## src/rtl/rib_mem_arbiter.sv

```systemverilog
// Two-master (data, fetch) to one-slave RIB memory arbiter: fixed data priority with
// a fetch anti-starvation streak counter and a per-transaction slave timeout.
module rib_mem_arbiter #(
  parameter int AW         = 32,
  parameter int DW         = 32,
  parameter int MAX_STREAK = 4,
  parameter int TIMEOUT    = 255
) (
  input  logic                            clk_i,
  input  logic                            rst_ni,
  input  logic                            d_req_i,
  input  logic                            d_we_i,
  input  logic [AW-1:0]                   d_addr_i,
  input  logic [DW-1:0]                   d_wdata_i,
  output logic [DW-1:0]                   d_rdata_o,
  output logic                            d_ready_o,
  input  logic                            i_req_i,
  input  logic [AW-1:0]                   i_addr_i,
  output logic [DW-1:0]                   i_rdata_o,
  output logic                            i_ready_o,
  output logic                            s_req_o,
  output logic                            s_we_o,
  output logic [AW-1:0]                   s_addr_o,
  output logic [DW-1:0]                   s_wdata_o,
  input  logic [DW-1:0]                   s_rdata_i,
  input  logic                            s_ready_i,
  output logic                            err_o,
  output logic                            fetch_stall_o,
  output logic [1:0]                      dbg_state_o,
  output logic [$clog2(MAX_STREAK+1)-1:0] dbg_streak_o
);
  // Handshake: a master holds req/addr/we/wdata stable until its one-cycle ready;
  // the slave sees a registered request held constant until s_ready_i or timeout.
  localparam int SW = $clog2(MAX_STREAK + 1);
  localparam int TW = $clog2(TIMEOUT + 1);

  typedef enum logic [1:0] {
    IDLE   = 2'd0,
    BUSY_D = 2'd1,
    BUSY_I = 2'd2
  } state_t;

  state_t          state_q, state_d;
  logic [SW-1:0]   streak_q, streak_d;
  logic [TW-1:0]   tcnt_q, tcnt_d;
  logic [AW-1:0]   addr_q, addr_d;
  logic            we_q, we_d;
  logic [DW-1:0]   wdata_q, wdata_d;
  logic            busy, abort, done, streak_full;

  assign busy        = (state_q != IDLE);
  assign abort       = busy && !s_ready_i && (tcnt_q == TW'(TIMEOUT - 1));
  assign done        = busy && (s_ready_i || abort);
  assign streak_full = (streak_q == SW'(MAX_STREAK));

  always_ff @(posedge clk_i or negedge rst_ni) begin
    if (!rst_ni) begin
      state_q  <= IDLE;
      streak_q <= '0;
      tcnt_q   <= '0;
      addr_q   <= '0;
      we_q     <= 1'b0;
      wdata_q  <= '0;
    end else begin
      state_q  <= state_d;
      streak_q <= streak_d;
      tcnt_q   <= tcnt_d;
      addr_q   <= addr_d;
      we_q     <= we_d;
      wdata_q  <= wdata_d;
    end
  end

  always_comb begin
    state_d  = state_q;
    streak_d = streak_q;
    tcnt_d   = tcnt_q;
    addr_d   = addr_q;
    we_d     = we_q;
    wdata_d  = wdata_q;
    case (state_q)
      IDLE: begin
        tcnt_d = '0;
        if (!i_req_i) streak_d = '0;
        // A starved fetch overrides data priority once the streak is exhausted.
        if (i_req_i && streak_full) begin
          state_d  = BUSY_I;
          streak_d = '0;
          addr_d   = i_addr_i;
          we_d     = 1'b0;
          wdata_d  = '0;
        end else if (d_req_i) begin
          state_d = BUSY_D;
          addr_d  = d_addr_i;
          we_d    = d_we_i;
          wdata_d = d_wdata_i;
          if (i_req_i && !streak_full) streak_d = streak_q + 1'b1;
        end else if (i_req_i) begin
          state_d  = BUSY_I;
          streak_d = '0;
          addr_d   = i_addr_i;
          we_d     = 1'b0;
          wdata_d  = '0;
        end
      end
      default: begin
        if (done) state_d = IDLE;
        else      tcnt_d  = tcnt_q + 1'b1;
      end
    endcase
  end

  assign s_req_o       = busy;
  assign s_we_o        = we_q;
  assign s_addr_o      = addr_q;
  assign s_wdata_o     = wdata_q;
  assign err_o         = abort;
  assign d_ready_o     = done && (state_q == BUSY_D);
  assign i_ready_o     = done && (state_q == BUSY_I);
  assign d_rdata_o     = (state_q == BUSY_D && s_ready_i) ? s_rdata_i : '0;
  assign i_rdata_o     = (state_q == BUSY_I && s_ready_i) ? s_rdata_i : '0;
  assign fetch_stall_o = i_req_i && !i_ready_o;
  assign dbg_state_o   = state_q;
  assign dbg_streak_o  = streak_q;

endmodule

```

## config.mk

```make
export PLATFORM = sky130hd
export DESIGN_NAME = rib_mem_arbiter
export DESIGN_NICKNAME = d
export VERILOG_FILES = /design/src/rtl/rib_mem_arbiter.sv
export SDC_FILE = /design/constraint.sdc
export NUM_CORES = 1
export LEC_CHECK = 0
export ABC_AREA = 1
export BUFFER_PORTS_ARGS = -buffer_cell sky130_fd_sc_hd__buf_2
export CAP_MARGIN = 20
export CORE_AREA = 2 2 106 108
export DETAILED_ROUTE_END_ITERATION = 7
export DIE_AREA = 0 0 108 110
export GPL_TIMING_DRIVEN = 0
export PLACE_DENSITY = 0.81
export SLEW_MARGIN = 15
export SYNTH_ARGS = -nofsm -noshare
export SYNTH_HDL_FRONTEND = slang
export SYNTH_SLANG_ARGS = --single-unit
```

## constraint.sdc

```tcl
create_clock -name clk_i -period 2.5 [get_ports clk_i]
set_clock_uncertainty 0.1 [all_clocks]
set_input_delay 0.625 -clock clk_i [delete_from_list [all_inputs] [get_ports clk_i]]
set_output_delay 0.625 -clock clk_i [all_outputs]
set_load 0.005 [all_outputs]
```

==> results.txt, run 1 <==
----------------------------------------------------
[Run]
  Number of maximum-capacitance constraint violations ... 0

[Yosys]
  YS warnings ... 0
  Syn_nets ... 606
  Largest area contributor in the netlist ... dfrtp_1
  Post-synthesis cell area ... ~4000 um^2
  Dominant cells by area after synthesis ... dfrtp_1 (50%), nor2_1 (9.9%), a21oi_1 (8.7%), a22o_1 (7.4%), nand3_1 (6.4%)
  Yosys cell types ... 26
  Flip-flop cell with the highest count after synthesis ... dfrtp_1
  Average footprint of a synthesized cell ... between 8 and 9 um^2
  FFs w/ async S/R, synth ... between 90% and 100%
  Portion of the post-synthesis area used by sequential elements ... between 40 and 50%
  Top cell type's share of synthesized area ... between 40 and 50%
  Flop and latch count out of synthesis ... about 80
  Post-synth EDFFs ... 0
  Post-synthesis cell count ... roughly 470

[Finish]
  Area growth syn-to-layout ... 46.4%
  Fraction of layout cells with a size suffix above 1 ... between 40% and 50%
  Utilization after layout ... between 50% and 60%
  Commonest non-fill, non-tap cells in the layout ... buf_2 (274), nor2_1 (103), dfrtp_1 (78)
  Commonest non-fill, non-tap cell in the layout ... buf_2
  Layout Nets ... 894
  Number of filler instances in the final layout ... 1048

[STA]
  Measured slew at the worst slew-check pin ... 0.521 ns
  Setup-failing EPs final ... 0
  Hold violation total from the final report ... 0
  Max_slew headroom ... about 65%
  Minimum clock period ... between 2 and 2.5 ns
  Final critical-path share of the clock period ... 98.1%
  Setup repair after global routing missed its margin ... yes
  Number of max-slew violations in the final report ... 0
  Achievable frequency ... around 0.41 GHz

[Global routing]
  Via count of the first global-routing pass ... 4121
  GRT Total Usage ... 21.6%
  Number of antenna violations at the first check in global routing ... 4
  Maximum number of pins on one net before global-route repair ... 41
  Remaining global-route overflow ... 0
  Global-route wire length before repair ... 19.8 mm

[Route]
  Post-route ant nets ... 0
  Via-per-instance ratio ... between 4 and 5
  Detailed Routing Iterations Pass 1 ... 4
  First-iteration detailed-routing DRC count ... 189
  Residual DRC ... 0
  Via Count ... 4355
  Wirelength per Cell ... between 10 and 15 um
  Final WL ... ~13 mm

[Power and ir drop]
  Leakage power figure ... between 0.003 and 0.004 uW
  Total power per unit cell area ... approximately 990 nW/um^2
  Power, Total ... around 5700 uW
  Worst voltage drop across the vdd grid ... approximately 0.00058 V

[Setup path]
  Maximum net fanout on the critical path ... 10
  Worst Setup SP ... dbg_state_o[1]
  Worst endpoint data arrival time ... approximately 1.7 ns
  Worst Reg2Reg Path Length in Cells ... 7
  Reg-to-reg slack, setup ... 0.53 ns
  Reg-to-reg endpoint ... s_addr_o[20]
  Setup CP Type ... reg -> out
  Required arrival time at the worst endpoint ... roughly 1.8 ns
  Startpoint type of the worst setup path ... register
  Reg-to-reg critical path startpoint ... dbg_streak_o[0]
  Nature of the critical path endpoint ... output pin

[Clock tree]
  Maximum clock insertion buffer count ... 2
  Clock root buffer ... clkbuf_8
  Clock H-tree levels ... 3
  CTS Sinks ... roughly 80
  Clock network latency to the later pin of the worst-skew pair ... between 0.3 and 0.4 ns
  Number of buffers created by CTS ... 9
  Clock-pin slew reported for the worst setup and hold paths after clock tree synthesis ... approximately 0.090 ns
  TritonCTS clock tree ... done

[Floorplan]
  Die Ht ... 110 um
  Boundary pin count ... roughly 270
  Starting density of the core ... a little over a third
  Area of the die ... between 10000 and 15000 um^2
  Core region area ... between 10000 and 15000 um^2
  Core Rows ... 38
  Width of the die ... 108 um

[Place]
  Number of input and output port buffers inserted ... 271
  RePlAce Congestion ... between 0.8 and 0.9
  Post-detail-place hpwl ... approximately 10 mm

[Outcome]
  Result of the run ... finished clean

[Hold path]
  Worst hold path type ... in -> async

----------------------------------------------------
-- how the worst max path moves through the flow --
stage,end,slack [ns],cells past startpoint
3_5_place_dp,d_rdata_o[26],0.16,5
5_1_grt,i_rdata_o[5],-0.03,6
3_3_place_gp,s_addr_o[30],0.14,1
4_1_cts,i_rdata_o[21],0.002,6
2_1_floorplan,d_ready_o,0.49,9
6_report,d_rdata_o[26],0.05,5
-- state kept, by name, summed over array words and instances (netlist names) --
register,cells
dbg_state_o,2
dbg_streak_o,3
tcnt_q,8
s_wdata_o,32
s_we_o,1
s_addr_o,32
-- power breakdown --
| part | leakage, uW | switching (uW) | total, uW | internal [uW] |
|---|---|---|---|---|
| combinational | 0.00220 | 1390 | 2560 | 1170 |
| clock | 0.0000980 | 508 | 983 | 475 |
| sequential | 0.000955 | 321 | 2120 | 1800 |
| total | 0.00325 | 2220 | 5660 | 3440 |
-- layer usage --
layer | up-vias | track usage [%] | share of wire (%)
met5 | - | 0 | 0
met4 | 0 | 9.98 | 2.8
met3 | 19 | 4.94 | 7.2
met2 | 199 | 37.8 | 50
met1 | 2015 | 25.3 | 40
li1 | 2122 | - | -
-- metrics by stage --
| stage | setup slack (ns) | hold slack [ns] | area, um^2 | cells | TNS [ns] |
|---|---|---|---|---|---|
| after floorplan | 0.490 | 0.229 | 3910 | 468 | 0 |
| after global placement | 0.144 | 0.385 | 5440 | 879 | 0 |
| after detailed placement | 0.163 | 0.386 | 5460 | 880 | 0 |
| after CTS | 0.00233 | 0.130 | 5700 | 899 | 0 |
| after global routing | -0.0339 | 0.140 | 5720 | 905 | -0.183 |
| final | 0.0479 | 0.133 | 5720 | 905 | 0 |
-- kinds of logic (layout without fill, tap and decap cells) --
| logic type | Yosys count | count (layout) | synth area share [%] |
|---|---|---|---|
| adders and majority gates | 4 | 4 | 1.28 |
| other | 0 | 4 | 0 |
| AOI/OAI and AO/OA | 115 | 115 | 18.8 |
| DFF | 78 | 78 | 49.9 |
| and+or+nand+nor | 191 | 191 | 20.9 |
| buffers and inverters | 80 | 373 | 9.15 |
-- synth_stat cells (all sizes together) (2+ instances only) --
master and count:
a22o 33, ha 4, nand3 50, clkbuf 17, o21bai 2, nand2 29
nor2 108, o21ai 11, buf 14, a21oi 69, dfrtp 78, inv 48
-- repair_timing --
item	in CTS	in global routing
pin swaps	1	3
setup endpoints to repair	7	43
setup buffers	3	3
resized for setup	3	8
hold buffers	0	0
cloned	0	0
-- final cells by class --
class	count	area, um^2	area share (%)
sequential	78	1950	34.1
multi-input combinational	310	1600	28.0
timing repair buffer	278	1420	24.9
inverter	49	184	3.21
tap	140	175	3.06
buffer	30	170	2.97
clock buffer	9	124	2.16
clock inverter	7	82.6	1.44
antenna	4	10.0	0.175
-- critical path, stage by stage (launching register included) --
cell      delay (ns)
dfrtp_1         0.42
inv_1           0.10
nand3_1         0.23
clkbuf_2        0.27
nor2_1          0.20
buf_2           0.15
Power figures use the tool's default switching activity.
==> run 2, diff against run 1 <==
--- a/config.mk
+++ b/config.mk
@@ -13,6 +13,7 @@
 export DIE_AREA = 0 0 108 110
 export GPL_TIMING_DRIVEN = 0
 export PLACE_DENSITY = 0.81
+export RECOVER_POWER = 50
 export SLEW_MARGIN = 15
 export SYNTH_ARGS = -nofsm -noshare
 export SYNTH_HDL_FRONTEND = slang
==> results.txt, run 2 (same netlist as run 1, synthesis figures left out) <==
----------------------------------------------------
[Outcome]
  Result of the run ... finished clean

[Global routing]
  Global-route wire length before repair ... roughly 20 mm
  Maximum number of pins on one net before global-route repair ... 41
  Remaining global-route overflow ... 0
  GRT Total Usage ... approximately 22%
  Via count of the first global-routing pass ... 4121
  Number of antenna violations at the first check in global routing ... 4

[Route]
  Via Count ... 4360
  Detailed Routing Iterations Pass 1 ... 4
  First-iteration detailed-routing DRC count ... approximately 190
  Post-route ant nets ... 0
  Wirelength per Cell ... 14.8 um
  Final WL ... 13.4 mm
  Via-per-instance ratio ... a little under 5
  Residual DRC ... 0

[Run]
  Number of maximum-capacitance constraint violations ... 0

[Setup path]
  Crit path largest cell delay ... 0.42 ns
  Critical Path, Cell by Cell ... inv_1 -> nand3_1 -> clkbuf_2 -> nor2_1 -> buf_2
  Maximum net fanout on the critical path ... 10
  Crit-path slowest cell ... dfrtp_1
  Setup CP Type ... reg -> out
  Nature of the critical path endpoint ... output pin
  Worst endpoint data arrival time ... around 1.7 ns
  Startpoint type of the worst setup path ... register
  Required arrival time at the worst endpoint ... between 1.5 and 2 ns

[Floorplan]
  Starting density of the core ... 36.5%
  Width of the die ... roughly 110 um
  Boundary pin count ... 273
  Core region area ... ~11000 um^2
  Area of the die ... 11900 um^2
  Die Ht ... approximately 110 um
  Core Rows ... 38

[Place]
  Post-detail-place hpwl ... 10.4 mm
  Worst slack after detailed placement ... roughly 0.16 ns
  Number of input and output port buffers inserted ... 271
  RePlAce Congestion ... roughly 0.83
  Area post-placement ... roughly 5500 um^2

[Clock tree]
  Clock root buffer ... clkbuf_8
  CTS Sinks ... between 70 and 80
  Clock-pin slew reported for the worst setup and hold paths after clock tree synthesis ... roughly 0.09 ns
  Clock H-tree levels ... 3
  TritonCTS clock tree ... done
  Number of buffers created by CTS ... 9
  Number of hold-repair buffers added at the cts stage ... 0
  Clock network latency to the later pin of the worst-skew pair ... 0.35 ns
  Maximum clock insertion buffer count ... 2

[Finish]
  Commonest non-fill, non-tap cell in the layout ... buf_2
  Fraction of layout cells with a size suffix above 1 ... about two fifths
  Layout Nets ... 894
  Commonest non-fill, non-tap cells in the layout ... buf_2 (241), nor2_1 (103), dfrtp_1 (78)
  Area growth syn-to-layout ... 44.6%
  Cell area after layout ... about 5700 um^2

[Power and ir drop]
  Total power per unit cell area ... roughly 1000 nW/um^2
  Worst voltage drop across the vdd grid ... between 0.0005 and 0.0006 V
  Leakage power figure ... 0.00315 uW

[STA]
  Hold violation total from the final report ... 0
  Final critical-path share of the clock period ... 98.2%
  Total negative slack for setup checks ... 0 ns
  Crit path setup slack, layout ... ~0.045 ns
  Measured slew at the worst slew-check pin ... 0.962 ns
  Number of max-slew violations in the final report ... 0
  Setup repair after global routing missed its margin ... yes
  Max_slew headroom ... approximately 36%
  Minimum clock period ... between 2 and 2.5 ns
  Setup-failing EPs final ... 0
  Achievable frequency ... around 0.41 GHz

[Hold path]
  Worst hold path type ... in -> async

----------------------------------------------------
run 2: cell count changes in the layout (fill, tap and decap cells not counted):
cell	change
buf_12	-1
buf_2	-33
buf_4	-1
clkbuf_1	+33
clkbuf_2	+2
o21ai_0	+4
o21ai_1	-1
o21ai_2	-3
run 2: report_power, final:
group	total (uW)	internal (uW)	leakage [uW]	switching [uW]
registers	2120	1800	0.000955	325
clock network	982	475	0.0000980	508
logic	2470	1100	0.00210	1380
run 2: final timing paths:
check                                start             to  slack [ns]  depth (start not counted)
max in group asynchronous           rst_ni   s_addr_o[22]        0.51                          2
hold reg to reg              s_wdata_o[29]  s_wdata_o[29]        0.41                          1
setup reg to reg           dbg_streak_o[0]    s_addr_o[2]        0.53                          7
min in group clk_i           d_wdata_i[22]  s_wdata_o[22]        0.38                          2
setup / recovery            dbg_state_o[1]  d_rdata_o[26]        0.04                          5
hold / removal                      rst_ni  s_wdata_o[22]        0.30                          1
run 2: metal layers:
metal	share of wire, %	wire (um)	global-route usage (%)	vias to the layer above
met4	2.5	334	9.98	0
met2	50	6760	37.8	190
met3	7.0	944	4.94	15
li1	-	-	-	2122
met5	0	0	0	-
met1	40	5380	25.3	2033
run 2: worst max-delay path, delay by kind of cell, from the launching register on:
kind	cells	cell delay [ns]
buf+inv	3	0.52
flops	1	0.42
simple gates	2	0.43
run 2: what timing repair did:
item                                    CTS  global route
pin swaps                                 1             3
resized for setup                         3             8
endpoints found under the setup margin    7            43
setup buffers                             3             3
run 2: cell type report:
cell class | instances | area (um^2)
Antenna cell | 4 | 10.0
Inverter | 49 | 184
Buffer | 30 | 170
Timing Repair Buffer | 278 | 1370
Tap cell | 140 | 175
Fill cell | 1066 | 5040
Clock buffer | 9 | 124
Multi-Input combinational cell | 310 | 1590
Clock inverter | 7 | 82.6
Sequential cell | 78 | 1950
run 2: stage by stage:
step | total power (uW) | hold WS (ns) | utilization, % | std cells
after floorplan | 3460 | 0.229 | - | 468
after global placement | 4590 | 0.385 | 50.9 | 879
after detailed placement | 4630 | 0.386 | 51.1 | 880
after CTS | 5680 | 0.130 | 53.3 | 899
after global routing | 6050 | 0.349 | 52.9 | 905
final | 5580 | 0.303 | 52.9 | 905
==> run 3, diff against run 2 <==
--- a/config.mk
+++ b/config.mk
@@ -13,7 +13,7 @@
 export DIE_AREA = 0 0 108 110
 export GPL_TIMING_DRIVEN = 0
 export PLACE_DENSITY = 0.81
-export RECOVER_POWER = 50
+export RECOVER_POWER = 100
 export SLEW_MARGIN = 15
 export SYNTH_ARGS = -nofsm -noshare
 export SYNTH_HDL_FRONTEND = slang
==> results.txt, run 3 (same netlist as run 1, synthesis figures left out) <==
----------------------------------------------------
[STA]
  Setup repair after global routing missed its margin ... yes
  Measured slew at the worst slew-check pin ... slightly below 1 ns
  Number of max-slew violations in the final report ... 0
  Minimum clock period ... roughly 2.5 ns
  Total negative slack for setup checks ... 0 ns
  Setup-failing EPs final ... 0
  Final-layout worst hold slack ... approximately 0.3 ns
  Final critical-path share of the clock period ... ~100%
  Achievable frequency ... about 0.41 GHz
  Crit path setup slack, layout ... 0.0491 ns
  Max_slew headroom ... 35.6%
  Hold violation total from the final report ... 0

[Run]
  Number of maximum-capacitance constraint violations ... 0

[Clock tree]
  Clock-pin slew reported for the worst setup and hold paths after clock tree synthesis ... ~0.090 ns
  TritonCTS clock tree ... done
  Clock root buffer ... clkbuf_8
  CTS Sinks ... ~80
  Clock H-tree levels ... 3
  Maximum clock insertion buffer count ... 2
  Clock network latency to the later pin of the worst-skew pair ... roughly 0.35 ns
  Number of buffers created by CTS ... 9

[Global routing]
  Global-route wire length before repair ... just under 20 mm
  GRT Total Usage ... between 20% and 30%
  Remaining global-route overflow ... 0
  Maximum number of pins on one net before global-route repair ... 41
  Number of antenna violations at the first check in global routing ... 4
  Via count of the first global-routing pass ... a little over 4000

[Floorplan]
  Boundary pin count ... 273
  Die Ht ... about 110 um
  Width of the die ... around 110 um
  Starting density of the core ... 36.5%
  Core region area ... around 11000 um^2
  Core Rows ... 38
  Area of the die ... roughly 12000 um^2

[Setup path]
  Crit-path slowest cell ... dfrtp_1
  Nature of the critical path endpoint ... output pin
  Startpoint type of the worst setup path ... register
  Number of buffers and inverters on the critical path ... 3
  Crit path largest cell delay ... 0.42 ns
  Setup CP Type ... reg -> out
  Largest delay contributor family on the critical path ... buffers and inverters
  Required arrival time at the worst endpoint ... 1.77 ns
  Maximum net fanout on the critical path ... 10
  Critical Path, Cell by Cell ... inv_1 -> nand3_1 -> clkbuf_2 -> nor2_1 -> buf_2
  Worst endpoint data arrival time ... 1.73 ns

[Finish]
  Fraction of layout cells with a size suffix above 1 ... 30.9%
  Layout Nets ... slightly below 900
  Cell area after layout ... 5550 um^2
  Commonest non-fill, non-tap cell in the layout ... buf_2
  Commonest non-fill, non-tap cells in the layout ... buf_2 (177), nor2_1 (103), clkbuf_1 (100)
  Reg area ... between 1500 and 2000 um^2
  Area growth syn-to-layout ... 42.0%
  Number of filler instances in the final layout ... between 1000 and 1500
  Area taken by multi-input logic gates ... roughly 1600 um^2

[Place]
  RePlAce Congestion ... 0.833
  Area post-placement ... about 5500 um^2
  Number of input and output port buffers inserted ... 271
  Post-detail-place hpwl ... about 10 mm
  Worst slack after detailed placement ... 0.163 ns

[Power and ir drop]
  Total power per unit cell area ... roughly 990 nW/um^2
  Clk network pwr share ... between 10% and 20%
  Power, Total ... approximately 5500 uW
  Net load switching power ... 2210 uW
  Sequential power share ... between 30% and 40%
  Power share of the combinational group ... a little over two fifths
  Leakage power figure ... between 0.002 and 0.003 uW
  Net switching fraction of the power ... roughly two fifths
  Worst voltage drop across the vdd grid ... between 0.0005 and 0.0006 V
  Internal power consumption ... 3300 uW

[Hold path]
  Worst hold path type ... in -> async

[Outcome]
  Result of the run ... finished clean

[Route]
  Detailed Routing Iterations Pass 1 ... 4
  Via-per-instance ratio ... a little under 5
  Post-route ant nets ... 0
  Residual DRC ... 0
  Wirelength per Cell ... 14.8 um
  First-iteration detailed-routing DRC count ... 210
  Via Count ... between 4000 and 5000
  Final WL ... ~13 mm

----------------------------------------------------
## run 3: timing repair
| action | in CTS | in global routing |
|---|---|---|
| setup endpoints to repair | 7 | 43 |
| pin swaps | 1 | 3 |
| setup buffers | 3 | 3 |
| hold buffers | 0 | 0 |
| resized for setup | 3 | 8 |
## run 3: power by group through the flow
stage                     Clock (uW)  Sequential [uW]  Combinational (uW)
after floorplan                    0             2160                1300
after global placement             0             2130                2460
after detailed placement           0             2120                2510
after CTS                       1020             2120                2540
after global routing            1090             2190                2690
final                            984             2120                2400
## run 3: final timing paths
check / from / to / slack (ns) / cells past startpoint
max: dbg_state_o[1] / d_rdata_o[26] / 0.05 / 5
min: rst_ni / s_wdata_o[22] / 0.31 / 1
max reg2reg: dbg_streak_o[0] / s_wdata_o[6] / 0.26 / 7
min reg2reg: s_wdata_o[29] / s_wdata_o[29] / 0.41 / 1
max in group asynchronous: rst_ni / s_addr_o[22] / 0.50 / 2
min in group clk_i: d_wdata_i[22] / s_wdata_o[22] / 0.38 / 2
## run 3: stage by stage
stage | instances | utilization, %
3_5_place_dp | 880 | 51.1
3_3_place_gp | 879 | 50.9
2_1_floorplan | 468 | -
4_1_cts | 899 | 53.3
6_report | 905 | 51.9
5_1_grt | 905 | 51.9
## run 3: metal layers
layer  routed length [um]  global-route usage (%)
met5                    0                       0
met4                  374                    9.98
met3                  992                    4.94
met2                 6650                    37.8
met1                 5390                    25.3
## run 3: cell type report
cell class | instances | share of cell area [%]
Sequential cell | 78 | 35.2
Multi-Input combinational cell | 310 | 28.6
Timing Repair Buffer | 278 | 23.4
Inverter | 49 | 3.31
Tap cell | 140 | 3.15
Buffer | 30 | 2.46
Clock buffer | 9 | 2.23
Clock inverter | 7 | 1.49
Antenna cell | 4 | 0.180
